===== src/rtl/uart_rx_block_if.sv =====
// uart_rx_block_if: serial line, acknowledge level and holding-register outputs of the UART receiver.
interface uart_rx_block_if;

    logic       rx;
    logic       rd_ack;
    logic [7:0] data_out;
    logic       data_rdy;
    logic       overrun;
    logic       frame_err;
    logic       data_valid;
    logic       rx_busy;

    // Master drives the line and acknowledges. The receiver (slave) presents the byte and flags.
    modport master (
        output rx,
        output rd_ack,
        input  data_out,
        input  data_rdy,
        input  overrun,
        input  frame_err,
        input  data_valid,
        input  rx_busy
    );

    modport slave (
        input  rx,
        input  rd_ack,
        output data_out,
        output data_rdy,
        output overrun,
        output frame_err,
        output data_valid,
        output rx_busy
    );

endinterface


===== src/rtl/uart_rx_block.sv =====
// uart_rx_block: 8N1 UART receiver with a sticky-flag holding register that the HPS acknowledges.
module uart_rx_block #(
    parameter int unsigned CLK_FREQ = 50_000_000,
    parameter int unsigned BAUD     = 115200
) (
    input  logic            clk,
    input  logic            rst_n,
    uart_rx_block_if.slave  bus
);

    localparam int unsigned CPB   = CLK_FREQ / BAUD;
    localparam int unsigned HALF  = CPB / 2;
    localparam int unsigned CNT_W = (CPB > 1) ? $clog2(CPB) : 1;

    // Reject bit periods too short for a centred start-bit check.
    if (CPB < 4) begin : g_cpb_check
        $error("uart_rx_block: CLK_FREQ/BAUD must be at least 4");
    end

    typedef enum logic [2:0] {
        S_IDLE      = 3'd0,
        S_START     = 3'd1,
        S_DATA      = 3'd2,
        S_STOP      = 3'd3,
        S_WAIT_HIGH = 3'd4
    } state_t;

    // Synchronizers and acknowledge edge detect
    logic r_rx_s1;
    logic r_rx_s;
    logic r_ack_s1;
    logic r_ack_s2;
    logic r_ack_d;
    logic w_ack_rise;

    // FSM and datapath
    state_t             r_state;
    state_t             w_state_nxt;
    logic [CNT_W-1:0]   r_cnt;
    logic [CNT_W-1:0]   w_cnt_nxt;
    logic [2:0]         r_idx;
    logic [2:0]         w_idx_nxt;
    logic [7:0]         r_shift;
    logic [7:0]         w_shift_nxt;
    logic               r_busy;

    // FSM outputs
    logic               w_frame_good;
    logic               w_frame_bad;
    logic               w_busy_nxt;

    // Holding register
    logic [7:0]         r_data_out;
    logic               r_data_rdy;
    logic               r_overrun;
    logic               r_frame_err;
    logic               r_data_valid;

    // Two-flop synchronizers for rx (idle high) and rd_ack, plus the ack edge register.
    always_ff @(posedge clk or negedge rst_n) begin
        if (!rst_n) begin
            r_rx_s1  <= 1'b1;
            r_rx_s   <= 1'b1;
            r_ack_s1 <= 1'b0;
            r_ack_s2 <= 1'b0;
            r_ack_d  <= 1'b0;
        end else begin
            r_rx_s1  <= bus.rx;
            r_rx_s   <= r_rx_s1;
            r_ack_s1 <= bus.rd_ack;
            r_ack_s2 <= r_ack_s1;
            r_ack_d  <= r_ack_s2;
        end
    end

    assign w_ack_rise = r_ack_s2 & ~r_ack_d;

    // State register with the bit counter, data index and shift register.
    always_ff @(posedge clk or negedge rst_n) begin
        if (!rst_n) begin
            r_state <= S_IDLE;
            r_cnt   <= '0;
            r_idx   <= '0;
            r_shift <= '0;
            r_busy  <= 1'b0;
        end else begin
            r_state <= w_state_nxt;
            r_cnt   <= w_cnt_nxt;
            r_idx   <= w_idx_nxt;
            r_shift <= w_shift_nxt;
            r_busy  <= w_busy_nxt;
        end
    end

    // Next state: half-bit start check, then full-bit sampling of data and stop bits.
    always_comb begin
        w_state_nxt = r_state;
        w_cnt_nxt   = r_cnt + CNT_W'(1);
        w_idx_nxt   = r_idx;
        w_shift_nxt = r_shift;
        case (r_state)
            S_IDLE: begin
                w_cnt_nxt = '0;
                if (!r_rx_s) begin
                    w_state_nxt = S_START;
                end
            end
            S_START: begin
                if (r_cnt == CNT_W'(HALF - 1)) begin
                    w_cnt_nxt = '0;
                    if (!r_rx_s) begin
                        w_state_nxt = S_DATA;
                        w_idx_nxt   = 3'd0;
                    end else begin
                        w_state_nxt = S_IDLE;
                    end
                end
            end
            S_DATA: begin
                if (r_cnt == CNT_W'(CPB - 1)) begin
                    w_cnt_nxt          = '0;
                    w_shift_nxt[r_idx] = r_rx_s;
                    if (r_idx == 3'd7) begin
                        w_state_nxt = S_STOP;
                    end else begin
                        w_idx_nxt = r_idx + 3'd1;
                    end
                end
            end
            S_STOP: begin
                if (r_cnt == CNT_W'(CPB - 1)) begin
                    w_cnt_nxt   = '0;
                    w_state_nxt = r_rx_s ? S_IDLE : S_WAIT_HIGH;
                end
            end
            S_WAIT_HIGH: begin
                // Hold off during a break until the line returns to idle.
                w_cnt_nxt = '0;
                if (r_rx_s) begin
                    w_state_nxt = S_IDLE;
                end
            end
            default: begin
                w_state_nxt = S_IDLE;
                w_cnt_nxt   = '0;
            end
        endcase
    end

    // Output decode: stop-bit verdict and busy level for the next cycle.
    always_comb begin
        w_frame_good = 1'b0;
        w_frame_bad  = 1'b0;
        w_busy_nxt   = (w_state_nxt != S_IDLE);
        if (r_state == S_STOP && r_cnt == CNT_W'(CPB - 1)) begin
            w_frame_good = r_rx_s;
            w_frame_bad  = ~r_rx_s;
        end
    end

    // Holding register: a completing frame takes precedence over a simultaneous acknowledge.
    always_ff @(posedge clk or negedge rst_n) begin
        if (!rst_n) begin
            r_data_out   <= '0;
            r_data_rdy   <= 1'b0;
            r_overrun    <= 1'b0;
            r_frame_err  <= 1'b0;
            r_data_valid <= 1'b0;
        end else begin
            r_data_valid <= w_frame_good;
            if (w_frame_good) begin
                r_data_out <= r_shift;
                r_data_rdy <= 1'b1;
                if (w_ack_rise) begin
                    r_overrun   <= 1'b0;
                    r_frame_err <= 1'b0;
                end else begin
                    r_overrun <= r_overrun | r_data_rdy;
                end
            end else if (w_frame_bad) begin
                r_frame_err <= 1'b1;
                if (w_ack_rise) begin
                    r_data_rdy <= 1'b0;
                    r_overrun  <= 1'b0;
                end
            end else if (w_ack_rise) begin
                r_data_rdy  <= 1'b0;
                r_overrun   <= 1'b0;
                r_frame_err <= 1'b0;
            end
        end
    end

    assign bus.data_out   = r_data_out;
    assign bus.data_rdy   = r_data_rdy;
    assign bus.overrun    = r_overrun;
    assign bus.frame_err  = r_frame_err;
    assign bus.data_valid = r_data_valid;
    assign bus.rx_busy    = r_busy;

endmodule

===== src/flat_wrapper.sv =====
// flat-port wrapper written by rule: the top's interface ports become plain ports
module uart_rx_block_flat 
#(
    parameter int unsigned CLK_FREQ = 50_000_000,
    parameter int unsigned BAUD     = 115200
)
  (clk, rst_n, bus_rx, bus_rd_ack, bus_data_out, bus_data_rdy, bus_overrun, bus_frame_err, bus_data_valid, bus_rx_busy);
  uart_rx_block_if bus_i ();
  input  logic clk;
  input  logic rst_n;
  input wire logic [$bits(bus_i.rx)-1:0] bus_rx;
  input wire logic [$bits(bus_i.rd_ack)-1:0] bus_rd_ack;
  output wire logic [$bits(bus_i.data_out)-1:0] bus_data_out;
  output wire logic [$bits(bus_i.data_rdy)-1:0] bus_data_rdy;
  output wire logic [$bits(bus_i.overrun)-1:0] bus_overrun;
  output wire logic [$bits(bus_i.frame_err)-1:0] bus_frame_err;
  output wire logic [$bits(bus_i.data_valid)-1:0] bus_data_valid;
  output wire logic [$bits(bus_i.rx_busy)-1:0] bus_rx_busy;
  assign bus_i.rx = bus_rx;
  assign bus_i.rd_ack = bus_rd_ack;
  assign bus_data_out = bus_i.data_out;
  assign bus_data_rdy = bus_i.data_rdy;
  assign bus_overrun = bus_i.overrun;
  assign bus_frame_err = bus_i.frame_err;
  assign bus_data_valid = bus_i.data_valid;
  assign bus_rx_busy = bus_i.rx_busy;
  uart_rx_block #(.CLK_FREQ(CLK_FREQ), .BAUD(BAUD)) u_core (.clk(clk), .rst_n(rst_n), .bus(bus_i));
endmodule

===== config.mk =====
export PLATFORM = sky130hd
export DESIGN_NAME = uart_rx_block_flat
export DESIGN_NICKNAME = d
export VERILOG_FILES = /design/src/rtl/uart_rx_block_if.sv /design/src/rtl/uart_rx_block.sv /design/src/flat_wrapper.sv
export SDC_FILE = /design/constraint.sdc
export NUM_CORES = 1
export LEC_CHECK = 0
export BUFFER_PORTS_ARGS = -buffer_cell sky130_fd_sc_hd__buf_2
export CAP_MARGIN = 20
export CELL_PAD_IN_SITES_DETAIL_PLACEMENT = 1
export CELL_PAD_IN_SITES_GLOBAL_PLACEMENT = 1
export CORE_MARGIN = 8
export CORE_UTILIZATION = 47
export CTS_CLUSTER_DIAMETER = 40
export CTS_CLUSTER_SIZE = 30
export DETAILED_ROUTE_END_ITERATION = 8
export GPL_ROUTABILITY_DRIVEN = 1
export HOLD_SLACK_MARGIN = 0.08
export MAX_ROUTING_LAYER = met4
export PLACE_DENSITY = 0.77
export SYNTH_ARGS = -nofsm -noshare
export SYNTH_HDL_FRONTEND = slang
export SYNTH_SLANG_ARGS = --single-unit
export TNS_END_PERCENT = 10

===== constraint.sdc =====
create_clock -name clk -period 2.45 [get_ports clk]
set_clock_uncertainty 0.2 [all_clocks]
set_input_delay 0.245 -clock clk [delete_from_list [all_inputs] [get_ports clk]]
set_output_delay 0.245 -clock clk [all_outputs]
set_load 0.05 [all_outputs]

======== Word-level counts from Yosys, hierarchy flattened ========
Cells that the tools add are included.
operators by class
  bitwise gates (word level) .............. 4
  $add $sub $neg .......................... 2
  muxes and demuxes ....................... 29
  $lt $le $gt $ge ......................... 2
  equality and inequality tests ........... 11
  reductions and logical operators ........ 9
operators by type and width
  cell                   number
  $mux W3                11
  $mux W9                2
  $pmux W9 S2            1
  $pmux W3 S5            1
  $mux W1                10
  $add A9 B1 Y9 const B  1
  $eq A9 B8 Y1 const B   1
  $eq A9 B9 Y1 const B   1
  $bwmux W8              1
  $eq A3 B2 Y1 const B   2
  $eq A3 B3 Y1 const B   2
  $pmux W3 S2            1
  $reduce_and A5 Y1      1
  $lt A3 B4 Y1 const B   1
  $ne A2 B1 Y1 const B   2
  $ne A2 B2 Y1 const B   2
  $reduce_bool A2 Y1     2
  $add A3 B1 Y3 const B  1
  $demux W1 S3           1
  $eq A3 B1 Y1 const B   1
  $ge A3 B1 Y1 const B   1
  $logic_not A3 Y1       1
  $reduce_bool A3 Y1     1
  $logic_and A1 B1 Y1    2
  other kinds (6)        7
storage, ports and cells
  flip-flop bits (word level) ............. 41
  output and inout bits ................... 13

======== Depth between registers and ports, before layout ========
Gate-level depths: netlist of the first run.
  word-level depth ........................ 5
  mapped depth ............................ 6
  mapped depth without buffers ............ 6

======== Least setup slack after synthesis of the first run ========
No wires, ideal clock.
  path kind ............................... flip-flop to flip-flop
  start ................................... reg u_core.r_cnt[3]
  end ..................................... reg u_core.r_shift[6]
  data required time ...................... 2125 ps
  cell stages (with the launch flop) ...... 5
  slack ................................... 454 ps
  data arrival time ....................... 1672 ps
  path buffers ............................ 0
  cell sequence ........................... dfrtp_1 -> or2_1 -> or3_1 -> nor3_1 -> mux2_2
between the ends
  longest elaborated chain between the ends .. 2
RTL lines
  what                                RTL line              source
  start, declared                     uart_rx_block.sv:39   logic [CNT_W-1:0] r_cnt;
  start signal, assigned              uart_rx_block.sv:88   r_cnt <= w_cnt_nxt;
  $eq A9 B9 Y1                        uart_rx_block.sv:120  if (r_cnt == CNT_W'(CPB - 1)) begin
  $reduce_and A2 Y1 (no source line)  n/a
  end signal, assigned                uart_rx_block.sv:90   r_shift <= w_shift_nxt;
  end, declared                       uart_rx_block.sv:43   logic [7:0] r_shift;
Every way passes these cells.
A chain may end at the register's enable or synchronous reset.

======== Final worst setup path of the first run ========
  start ................................... reg u_core.r_cnt[2]
  end ..................................... reg u_core.r_shift[6]
Same word-level chain as after synthesis.

==> results of run 1 <==
critical path, cell delays in order, from the launching register on:
cell	delay (ns)
dfrtp_1	0.47
nand4b_1	0.33
or3_1	0.45
nor3_1	0.24
mux2_2	0.36
sequential cells by signal, summed over array words and instances, names as in the netlist, 3 cells and up:
name and flops:
u_core.r_idx 3, u_core.r_state 3, u_core.r_shift 8, u_core.r_cnt 9
u_core.bus.data_out 8
per-layer routing:
layer	GRT usage	up-vias	share of wire
li1	-	618	-
met1	0.194	665	0.46
met2	0.226	16	0.49
met3	0.0473	7	0.036
met4	0.0593	0	0.015
met5	-	-	0
cells by family (layout without fill, tap and decap cells):
family	after synthesis	after routing	synth area share
and+or+nand+nor	68	68	0.217
AOI/OAI and AO/OA	11	11	0.0459
DFF	41	41	0.539
xor gates and xnor gates	7	7	0.0322
buffers and inverters	8	34	0.0157
adders and majority gates	5	5	0.0328
muxes	20	20	0.117
through the flow:
stage	hold slack [ns]	area [um^2]	instances
floorplan	-0.251	1910	160
detailed placement	0.141	2050	225
global placement	0.135	2050	225
CTS	0.159	2200	236
global route	0.167	2200	236
finish	0.156	2200	236
cell type report:
type / instances / share of cell area
Multi-Input combinational cell: 111 / 0.386
Sequential cell: 41 / 0.468
Clock inverter: 1 / 0.0137
Timing Repair Buffer: 21 / 0.0569
Inverter: 5 / 0.00853
Tap cell: 50 / 0.0284
Clock buffer: 7 / 0.0392
how the worst min path moves through the flow:
stage	slack (ns)	endpoint	depth (start not counted)	startpoint
floorplan	-0.25	u_core.bus.data_out[0]	0	rst_n
global placement	0.14	u_core.r_ack_s2	0	u_core.r_ack_s1
detailed placement	0.14	u_core.r_ack_s2	0	u_core.r_ack_s1
CTS	0.16	u_core.r_ack_s2	0	u_core.r_ack_s1
global route	0.17	u_core.r_ack_s2	0	u_core.r_ack_s1
finish	0.16	u_core.r_ack_s2	0	u_core.r_ack_s1
layout by cell type, fill, tap and decap left out, types with 3 or more instances in the layout:
master         count
a21oi_1            4
and3_1             3
buf_2             16
clkbuf_8           6
dfrtp_1           39
dlygate4sd3_1      3
ha_1               5
inv_1              5
mux2_2            19
nand2_1           10
nand3_1           10
nand4b_1           3
nor2_1            16
nor2b_1            3
nor3_1             4
xnor2_1            4
xor2_1             3
power groups by stage:
| stage | clock network [uW] | logic [uW] | registers, uW |
|---|---|---|---|
| 5_1_grt | 607 | 25.7 | 688 |
| 3_5_place_dp | 0 | 19.6 | 700 |
| 6_report | 562 | 21.6 | 687 |
| 2_1_floorplan | 0 | 4.50 | 697 |
| 4_1_cts | 577 | 23.0 | 687 |
| 3_3_place_gp | 0 | 17.9 | 700 |
==> run metrics, run 1 <==
IO Port Bufs=16; Area contributors post-synth=dfrtp_1, mux2_2, ha_1; Synth cell types=40; Crit. End Element=flip-flop; clk slew on worst S/H paths=about 0.08 ns; Final min period=about 2.2 ns; GRT Total Usage=0.154; FF-to-FF path depth=4; leak pwr=about 0.0010 uW; top-count cell post-synth=dfrtp_1; Highest Clock Rate=0.462 GHz; via/cell ratio=around 5.5; worst skew pair latency=a little under 0.3 ns; GR Overflow Total=0; I/O Pins=17; GP Congestion=~0.82; Yosys warning count=0; fraction of power consumed by sequential logic=0.541; FP Rows=23; Layout fillers=roughly 420; initial antenna violation count=0; Worst Path Max Fanout=7; DP HPWL=roughly 2900 um; logic gate share of total power=0.017; CP Data Arrival Time=~2.2 ns; DR WL/cell=between 15 and 20 um; Clock power frac=0.442; worst setup path start=u_core.r_cnt[2]; final setup violation count=0; synthesis-to-finish area growth=15.4%; Worst Path Required=2.44 ns; Async SR Flop Fraction=1.00; Sequential Area=~1000 um^2; CTS HTree Levels=2; synthesized area=1910 um^2; DRC Markers=0; Yosys top cell by area=dfrtp_1; Post-synth EDFFs=0; Post-Place Worst Slack=0.316 ns; CTS root buf=clkbuf_8; Core Box Area=3940 um^2; Int Power=between 1000 and 1500 uW; hold buffers post-CTS=3; Net Sw Frac=0.197; Tot Pwr=1270 uW; total CTS buffers=5; TritonRoute pass-1 iters=4; maximum vdd drop=0.382 mV; Multi-input gate area=848 um^2; largest net degree at the start of global routing=42; Initial Utilization=0.484; share of layout cells above drive strength 1=0.296; Setup crit start kind=flip-flop; Synth Area per Inst=around 12 um^2; detailed-route via count=between 1k and 1.5k; final setup margin=about 0.28 ns; first-pass GRT wire length=7410 um; outcome=complete, no violations; worst slew pin tran=0.902 ns; initial DRC count=48; Detail Route Antenna Nets=0; postcts setup bufs=0; Worst R2R Start=u_core.r_cnt[2]; R2R setup slack=roughly 0.28 ns; fin. max-slew vios=0; Synth top cells by count=dfrtp_1, mux2_2, nor2_1; Die Ht=about 80 um; Synth top area share=0.512; final core area utilization=0.558; WS Path Type=flip-flop to flip-flop; Routed WL=roughly 4100 um; CTS tree=yes; Pwr per Cell Area=578 nW/um^2; max-cap violation count=0; clock buffer depth=2; post-CTS sizing=0; Synth Net Count=between 150 and 200; switching pwr=approximately 250 uW; sequential area share after synthesis=0.539; # nets final=194; RSZ-0062 raised after global routing=false; Die ar.=about 6400 um^2; Die Width=79.7 um; Cells after Synth=160; relative slew slack=0.399; post-synthesis register bit count=roughly 40; crit path capture=u_core.r_shift[6]; FF-to-FF End=u_core.r_shift[6]; CTS sink cnt=41; ys flop type=dfrtp_1; Final period util=0.884; TNS Setup=0 ns; Hold Fails Final Rpt=0; vias in the first global route=1,450; # diodes=0; Hold WC Path Type=flip-flop to flip-flop
No activity file was read; power rests on OpenSTA's default activity.
==> inputs of run 2 (changes only) <==
--- a/config.mk
+++ b/config.mk
@@ -7,2 +7,3 @@
 export LEC_CHECK = 0
+export ABC_AREA = 1
 export BUFFER_PORTS_ARGS = -buffer_cell sky130_fd_sc_hd__buf_2
@@ -19,3 +20,3 @@
 export MAX_ROUTING_LAYER = met4
-export PLACE_DENSITY = 0.77
+export PLACE_DENSITY = 0.82
 export SYNTH_ARGS = -nofsm -noshare
==> constraint.sdc (replaced) <==
create_clock -name clk -period 2.6 [get_ports clk]
set_clock_uncertainty 0.2 [all_clocks]
set_input_delay 0.26 -clock clk [delete_from_list [all_inputs] [get_ports clk]]
set_output_delay 0.26 -clock clk [all_outputs]
set_load 0.02 [all_outputs]
==> run 2 against run 1 <==
Routed wire length grew 13%; critical path depth grew 5; sequential power shrank 6.1%; register-to-register slack gained 0.52 ns; largest cell class unchanged; largest power group unchanged; highest routed layer unchanged.
==> run metrics, run 2 <==
outcome=complete, no violations (unchanged); hold_ws=0.151 ns (was 0.156 ns); FF-to-FF End=u_core.r_shift[0] (was u_core.r_shift[6]); Clock power frac=0.475 (was 0.442); synthesis-to-finish area growth=14.7% (was 15.4%); Die Width=81.6 um (was 79.7 um); Worst path max stage delay=0.40 ns (was 0.47 ns); GRT Total Usage=0.165 (was 0.154); post-synthesis register bit count=41 (unchanged); initial antenna violation count=0 (unchanged); leak pwr=0.00130 uW (was 0.00103 uW); Crit path max-delay family=simple AND/OR/NAND/NOR gates (unchanged); fraction of power consumed by sequential logic=0.508 (was 0.541); Cells after Synth=253 (was 160); top-count cell post-synth=nand2_1 (was dfrtp_1); DRC Markers=0 (unchanged); CTS root buf=clkbuf_8 (unchanged); RSZ-0062 raised after global routing=false (unchanged); Worst Path Required=2.60 ns (was 2.44 ns); Yosys top cell by area=dfrtp_1 (unchanged); detailed-route via count=1,649 (was 1,306); worst slew pin tran=0.898 ns (was 0.902 ns); Highest Clock Rate=0.556 GHz (was 0.462 GHz); Net Sw Frac=0.190 (was 0.197); Async SR Flop Fraction=1.00 (unchanged); TNS Setup=0 ns (unchanged); vias in the first global route=1,761 (was 1,450); maximum vdd drop=0.343 mV (was 0.382 mV); worst hold start=u_core.r_ack_s1 (unchanged); Int Power=1030 uW (was 1020 uW); critical path cell sequence=inv_1 -> ha_1 -> nand2_1 -> nor2_1 -> nand3_1 -> nor2_4 -> nand3_1 -> nand2_1 -> inv_1 (was nand4b_1 -> or3_1 -> nor3_1 -> mux2_2); Synth cell types=24 (was 40); worst skew pair latency=0.29 ns (about the same); FP Rows=24 (was 23); Worst Path Max Fanout=9 (was 7); logic gate share of total power=0.017 (about the same); CTS sink cnt=41 (unchanged); DP HPWL=3470 um (was 2930 um); Synth Net Count=262 (was 169); final core area utilization=0.548 (was 0.558); final setup violation count=0 (unchanged); Area contributors post-synth=dfrtp_1, nand2_1, inv_1 (was dfrtp_1, mux2_2, ha_1); crit path max-delay cell type=dfrtp_1 (unchanged); FF-to-FF path depth=9 (was 4); initial DRC count=72 (was 48); Hold WC Path Type=flip-flop to flip-flop (unchanged); first-pass GRT wire length=8300 um (was 7410 um); hold buffers post-CTS=3 (unchanged); GP Congestion=0.860 (was 0.821); ys flop type=dfrtp_1 (unchanged); post-CTS sizing=0 (unchanged); fin. max-slew vios=0 (unchanged); Synth top cells by count=nand2_1, dfrtp_1, inv_1 (was dfrtp_1, mux2_2, nor2_1); Crit. End Element=flip-flop (unchanged); switching pwr=242 uW (was 250 uW); commonest non-fill, non-tap cell in the layout=nand2_1 (was dfrtp_1); relative slew slack=0.401 (was 0.399); Final min period=1.80 ns (was 2.17 ns); I/O Pins=17 (unchanged); synthesized area=2020 um^2 (was 1910 um^2); CTS tree=yes (unchanged); Die Ht=81.6 um (was 79.7 um); most frequent cells in the layout=nand2_1, inv_1, dfrtp_1 (was dfrtp_1, mux2_2, nor2_1, buf_2); sink of the worst hold path=u_core.r_ack_s2 (unchanged); R2R setup slack=0.80 ns (was 0.28 ns); sequential area share after synthesis=0.509 (was 0.539); CP Data Arrival Time=1.80 ns (was 2.15 ns); Post-synth EDFFs=0 (unchanged); Final period util=0.692 (was 0.884); clk slew on worst S/H paths=0.08 ns (about the same); Synth top area share=0.483 (was 0.512); DR WL/cell=14.1 um (was 17.6 um); Initial Utilization=0.477 (was 0.484); share of layout cells above drive strength 1=0.161 (was 0.296); Yosys warning count=0 (unchanged); largest net degree at the start of global routing=42 (unchanged); Setup crit start kind=flip-flop (unchanged); Hold Fails Final Rpt=0 (unchanged); crit path buf inv count=2 (was 0); # diodes=0 (unchanged); Routed WL=4660 um (was 4140 um); Layout fillers=534 (was 417); WS Path Type=flip-flop to flip-flop (unchanged); Reg with most FFs=u_core.r_cnt (unchanged); total CTS buffers=5 (unchanged); Core Box Area=4230 um^2 (was 3940 um^2); hold depth=0 (unchanged); Detail Route Antenna Nets=0 (unchanged); Synth Area per Inst=7.99 um^2 (was 11.9 um^2); Largest register FFs=9 (unchanged); Worst R2R Start=u_core.r_cnt[1] (was u_core.r_cnt[2]); IO Port Bufs=16 (unchanged); Pwr per Cell Area=548 nW/um^2 (was 578 nW/um^2); Critical Path Stages=9 (was 4); # nets final=287 (was 194); postcts setup bufs=0 (unchanged); clock buffer depth=2 (unchanged); CTS HTree Levels=2 (unchanged); max-cap violation count=0 (unchanged); Die ar.=6650 um^2 (was 6350 um^2); GR Overflow Total=0 (unchanged); TritonRoute pass-1 iters=4 (unchanged); via/cell ratio=4.98 (was 5.53)
[run 2: cell types whose count changed in the layout (fill, tap and decap cells not counted), sizes merged, moves of 6 or more]
cell | previous run | this run
nand2 | 10 | 87
inv | 5 | 44
nor2 | 16 | 33
nand4 | 2 | 8
o21ai | 1 | 8
mux2 | 19 | 0
nand3 | 10 | 17
[run 2: power groups by stage]
stage | combinational, uW | clock (uW) | sequential, uW
floorplan | 2.94 | 0 | 657
global placement | 18.8 | 0 | 658
detailed placement | 19.4 | 0 | 658
CTS | 22.8 | 614 | 645
global route | 25.2 | 647 | 646
finish | 21.5 | 604 | 645
[run 2: per-layer routing]
| layer | track usage | vias to the layer above | wire, um |
|---|---|---|---|
| met3 | 0.0372 | 9 | 167 |
| li1 | - | 820 | - |
| met1 | 0.197 | 799 | 2100 |
| met2 | 0.270 | 21 | 2320 |
| met4 | 0.0509 | 0 | 70 |
| met5 | - | - | 0 |
[run 2: how the worst max path moves through the flow]
stage	endpoint	startpoint	slack (ns)
6_report	u_core.r_shift[0]	u_core.r_cnt[1]	0.80
5_1_grt	u_core.r_shift[0]	u_core.r_cnt[1]	0.58
4_1_cts	u_core.bus.data_out[1]	u_core.r_cnt[1]	0.76
3_5_place_dp	u_core.bus.data_out[1]	u_core.r_cnt[1]	0.79
3_3_place_gp	u_core.r_shift[0]	u_core.r_cnt[1]	0.91
2_1_floorplan	u_core.bus.data_out[1]	u_core.r_cnt[1]	0.99
[run 2: layout make-up]
class | instances | area [um^2] | share of cell area
sequential | 41 | 1030 | 0.444
multi-input combinational | 167 | 816 | 0.352
inverter | 44 | 165 | 0.0712
timing repair buffer | 19 | 110 | 0.0475
clock buffer | 5 | 68.8 | 0.0297
clock inverter | 3 | 65.1 | 0.0281
tap | 52 | 65.1 | 0.0281
[run 2: metrics by stage]
step	instances	area, um^2	total power, uW	setup WS (ns)
after floorplan	253	2020	660	0.987
after global placement	320	2150	677	0.915
after detailed placement	320	2150	678	0.789
after CTS	331	2320	1280	0.763
after global routing	331	2320	1320	0.584
final	331	2320	1270	0.802
[run 2: kinds of logic (layout without fill, tap and decap cells)]
family / count (synthesis) / after routing / share of synthesized area
AOI/OAI and AO/OA: 10 / 10 / 0.0347
xor gates and xnor gates: 3 / 3 / 0.0130
adders and majority gates: 5 / 5 / 0.0310
buffers and inverters: 45 / 71 / 0.0873
DFF: 41 / 41 / 0.509
and+or+nand+nor: 149 / 149 / 0.325
==> inputs of run 3 (changes only) <==
CORE_UTILIZATION = 44   (was 47)
PLACE_DENSITY = 0.78   (was 0.82)
clock period = 1.9 ns   (was 2.6 ns; I/O delays follow)
==> run 3 against run 2 <==
Core utilization fell by 0.33 points; clock power rose by 37%; non-clock buffer count rose by 3; final cell count rose by 1.2%; sequential share of layout area fell by 1.3 points; register-to-register slack got worse by 0.68 ns; maximum frequency rose by 1.2%; largest cell class unchanged; highest routed layer unchanged.
==> run metrics, run 3 (same netlist as run 2, synthesis figures left out) <==
outcome=complete, no violations (unchanged); Routed WL=4720 um (was 4660 um); worst slew pin tran=0.514 ns (was 0.898 ns); DRC Markers=0 (unchanged); Largest register FFs=9 (unchanged); Detail Route Antenna Nets=0 (unchanged); Die ar.=7020 um^2 (was 6650 um^2); clk slew on worst S/H paths=0.08 ns (about the same); Setup crit start kind=flip-flop (unchanged); GP Congestion=0.842 (was 0.860); Final period util=0.935 (was 0.692); worst hold start=u_core.r_ack_s1 (unchanged); via/cell ratio=4.99 (was 4.98); vias in the first global route=1,759 (was 1,761); Worst R2R Start=u_core.r_cnt[1] (unchanged); share of layout cells above drive strength 1=0.198 (was 0.161); CTS HTree Levels=2 (unchanged); total CTS buffers=5 (unchanged); placed inst area=2180 um^2 (was 2150 um^2); relative slew slack=0.658 (was 0.401); GRT Total Usage=0.149 (was 0.165); DR WL/cell=14.1 um (about the same); largest net degree at the start of global routing=24 (was 42); Final min period=1.78 ns (was 1.80 ns); Reg with most FFs=u_core.r_cnt (unchanged); # nets final=291 (was 287); Final Instance Area=2390 um^2 (was 2320 um^2); final setup violation count=0 (unchanged); IO Port Bufs=16 (unchanged); FP Rows=24 (unchanged); # diodes=0 (unchanged); I/O Pins=17 (unchanged); detailed-route via count=1,671 (was 1,649); Hold Fails Final Rpt=0 (unchanged); Die Ht=83.8 um (was 81.6 um); synthesis-to-finish area growth=18.1% (was 14.7%); Core Box Area=4380 um^2 (was 4230 um^2); GR Overflow Total=0 (unchanged); commonest non-fill, non-tap cell in the layout=nand2_1 (unchanged); DP HPWL=3420 um (was 3470 um); Die Width=83.8 um (was 81.6 um); Initial Utilization=0.461 (was 0.477); CTS sink cnt=41 (unchanged); initial antenna violation count=0 (unchanged); RSZ-0062 raised after global routing=false (unchanged); WS Path Type=flip-flop to flip-flop (unchanged); maximum vdd drop=0.395 mV (was 0.343 mV); Tot Pwr=1750 uW (was 1270 uW); CP Data Arrival Time=1.76 ns (was 1.80 ns); Worst Path Max Fanout=4 (was 9); TNS Setup=0 ns (unchanged); clock buffer depth=2 (unchanged); initial DRC count=80 (was 72); Crit. End Element=flip-flop (unchanged); final core area utilization=0.544 (was 0.548); leak pwr=0.00131 uW (was 0.00130 uW); max-cap violation count=0 (unchanged); CTS tree=yes (unchanged); Pwr per Cell Area=732 nW/um^2 (was 548 nW/um^2); first-pass GRT wire length=8430 um (was 8300 um); CTS root buf=clkbuf_8 (unchanged); Post-Place Worst Slack=0.131 ns (was 0.789 ns); worst setup path start=u_core.r_cnt[1] (unchanged); postcts setup bufs=0 (unchanged); Hold WC Path Type=flip-flop to flip-flop (unchanged); most frequent cells in the layout=nand2_1, dfrtp_1, inv_1 (was nand2_1, inv_1, dfrtp_1); worst skew pair latency=0.30 ns (was 0.29 ns); Highest Clock Rate=0.563 GHz (was 0.556 GHz); fin. max-slew vios=0 (unchanged); TritonRoute pass-1 iters=4 (unchanged); Worst Path Required=1.88 ns (was 2.60 ns); final setup margin=0.124 ns (was 0.802 ns)
run 3: cell type report:
cell class / count / area (um^2)
Fill cell: 553 / 2000
Clock buffer: 5 / 68.8
Inverter: 44 / 165
Timing Repair Buffer: 22 / 133
Sequential cell: 41 / 1030
Multi-Input combinational cell: 168 / 861
Tap cell: 52 / 65.1
Clock inverter: 3 / 65.1
run 3: worst max-delay path: stages (launching register included):
cell and delay (ns):
dfrtp_1 0.40, inv_1 0.08, ha_2 0.19, nand2_1 0.07, nor2_1 0.16, nand2_2 0.12, nand2_1 0.11, nand2_1 0.07
nor2_2 0.16, nand3_1 0.10
run 3: report_power, final:
part / internal [uW] / total [uW] / switching [uW]
Combinational: 11.6 / 37.8 / 26.2
Sequential: 879 / 881 / 2.10
Clock: 522 / 827 / 306
Total: 1410 / 1750 / 334
run 3: metrics by stage:
stage	cells	hold slack (ns)
final	335	0.153
after global routing	335	0.161
after CTS	334	0.161
after detailed placement	323	0.000780
after global placement	323	-0.00243
after floorplan	253	-0.306
run 3: layer usage:
| metal | wire [um] | track usage | up-vias |
|---|---|---|---|
| li1 | - | - | 828 |
| met1 | 2230 | 0.181 | 809 |
| met2 | 2200 | 0.229 | 24 |
| met3 | 196 | 0.0420 | 10 |
| met4 | 97 | 0.0581 | 0 |
| met5 | 0 | - | - |
run 3: final timing paths:
path | endpoint | slack [ns] | depth (start not counted)
min reg2reg | u_core.r_ack_s2 | 0.15 | 0
max reg2reg | u_core.bus.rx_busy | 0.12 | 9
max | u_core.bus.rx_busy | 0.12 | 9
max in group asynchronous | u_core.r_idx[0] | 0.77 | 3
min | u_core.r_ack_s2 | 0.15 | 0
min in group asynchronous | u_core.r_cnt[2] | 0.19 | 2
run 3: what timing repair did:
| item | in CTS | in global routing |
|---|---|---|
| hold buffers | 3 | 0 |
| resized for setup | 0 | 10 |
| endpoints found under the hold margin | 23 | 0 |
| endpoints found under the setup margin | 0 | 21 |
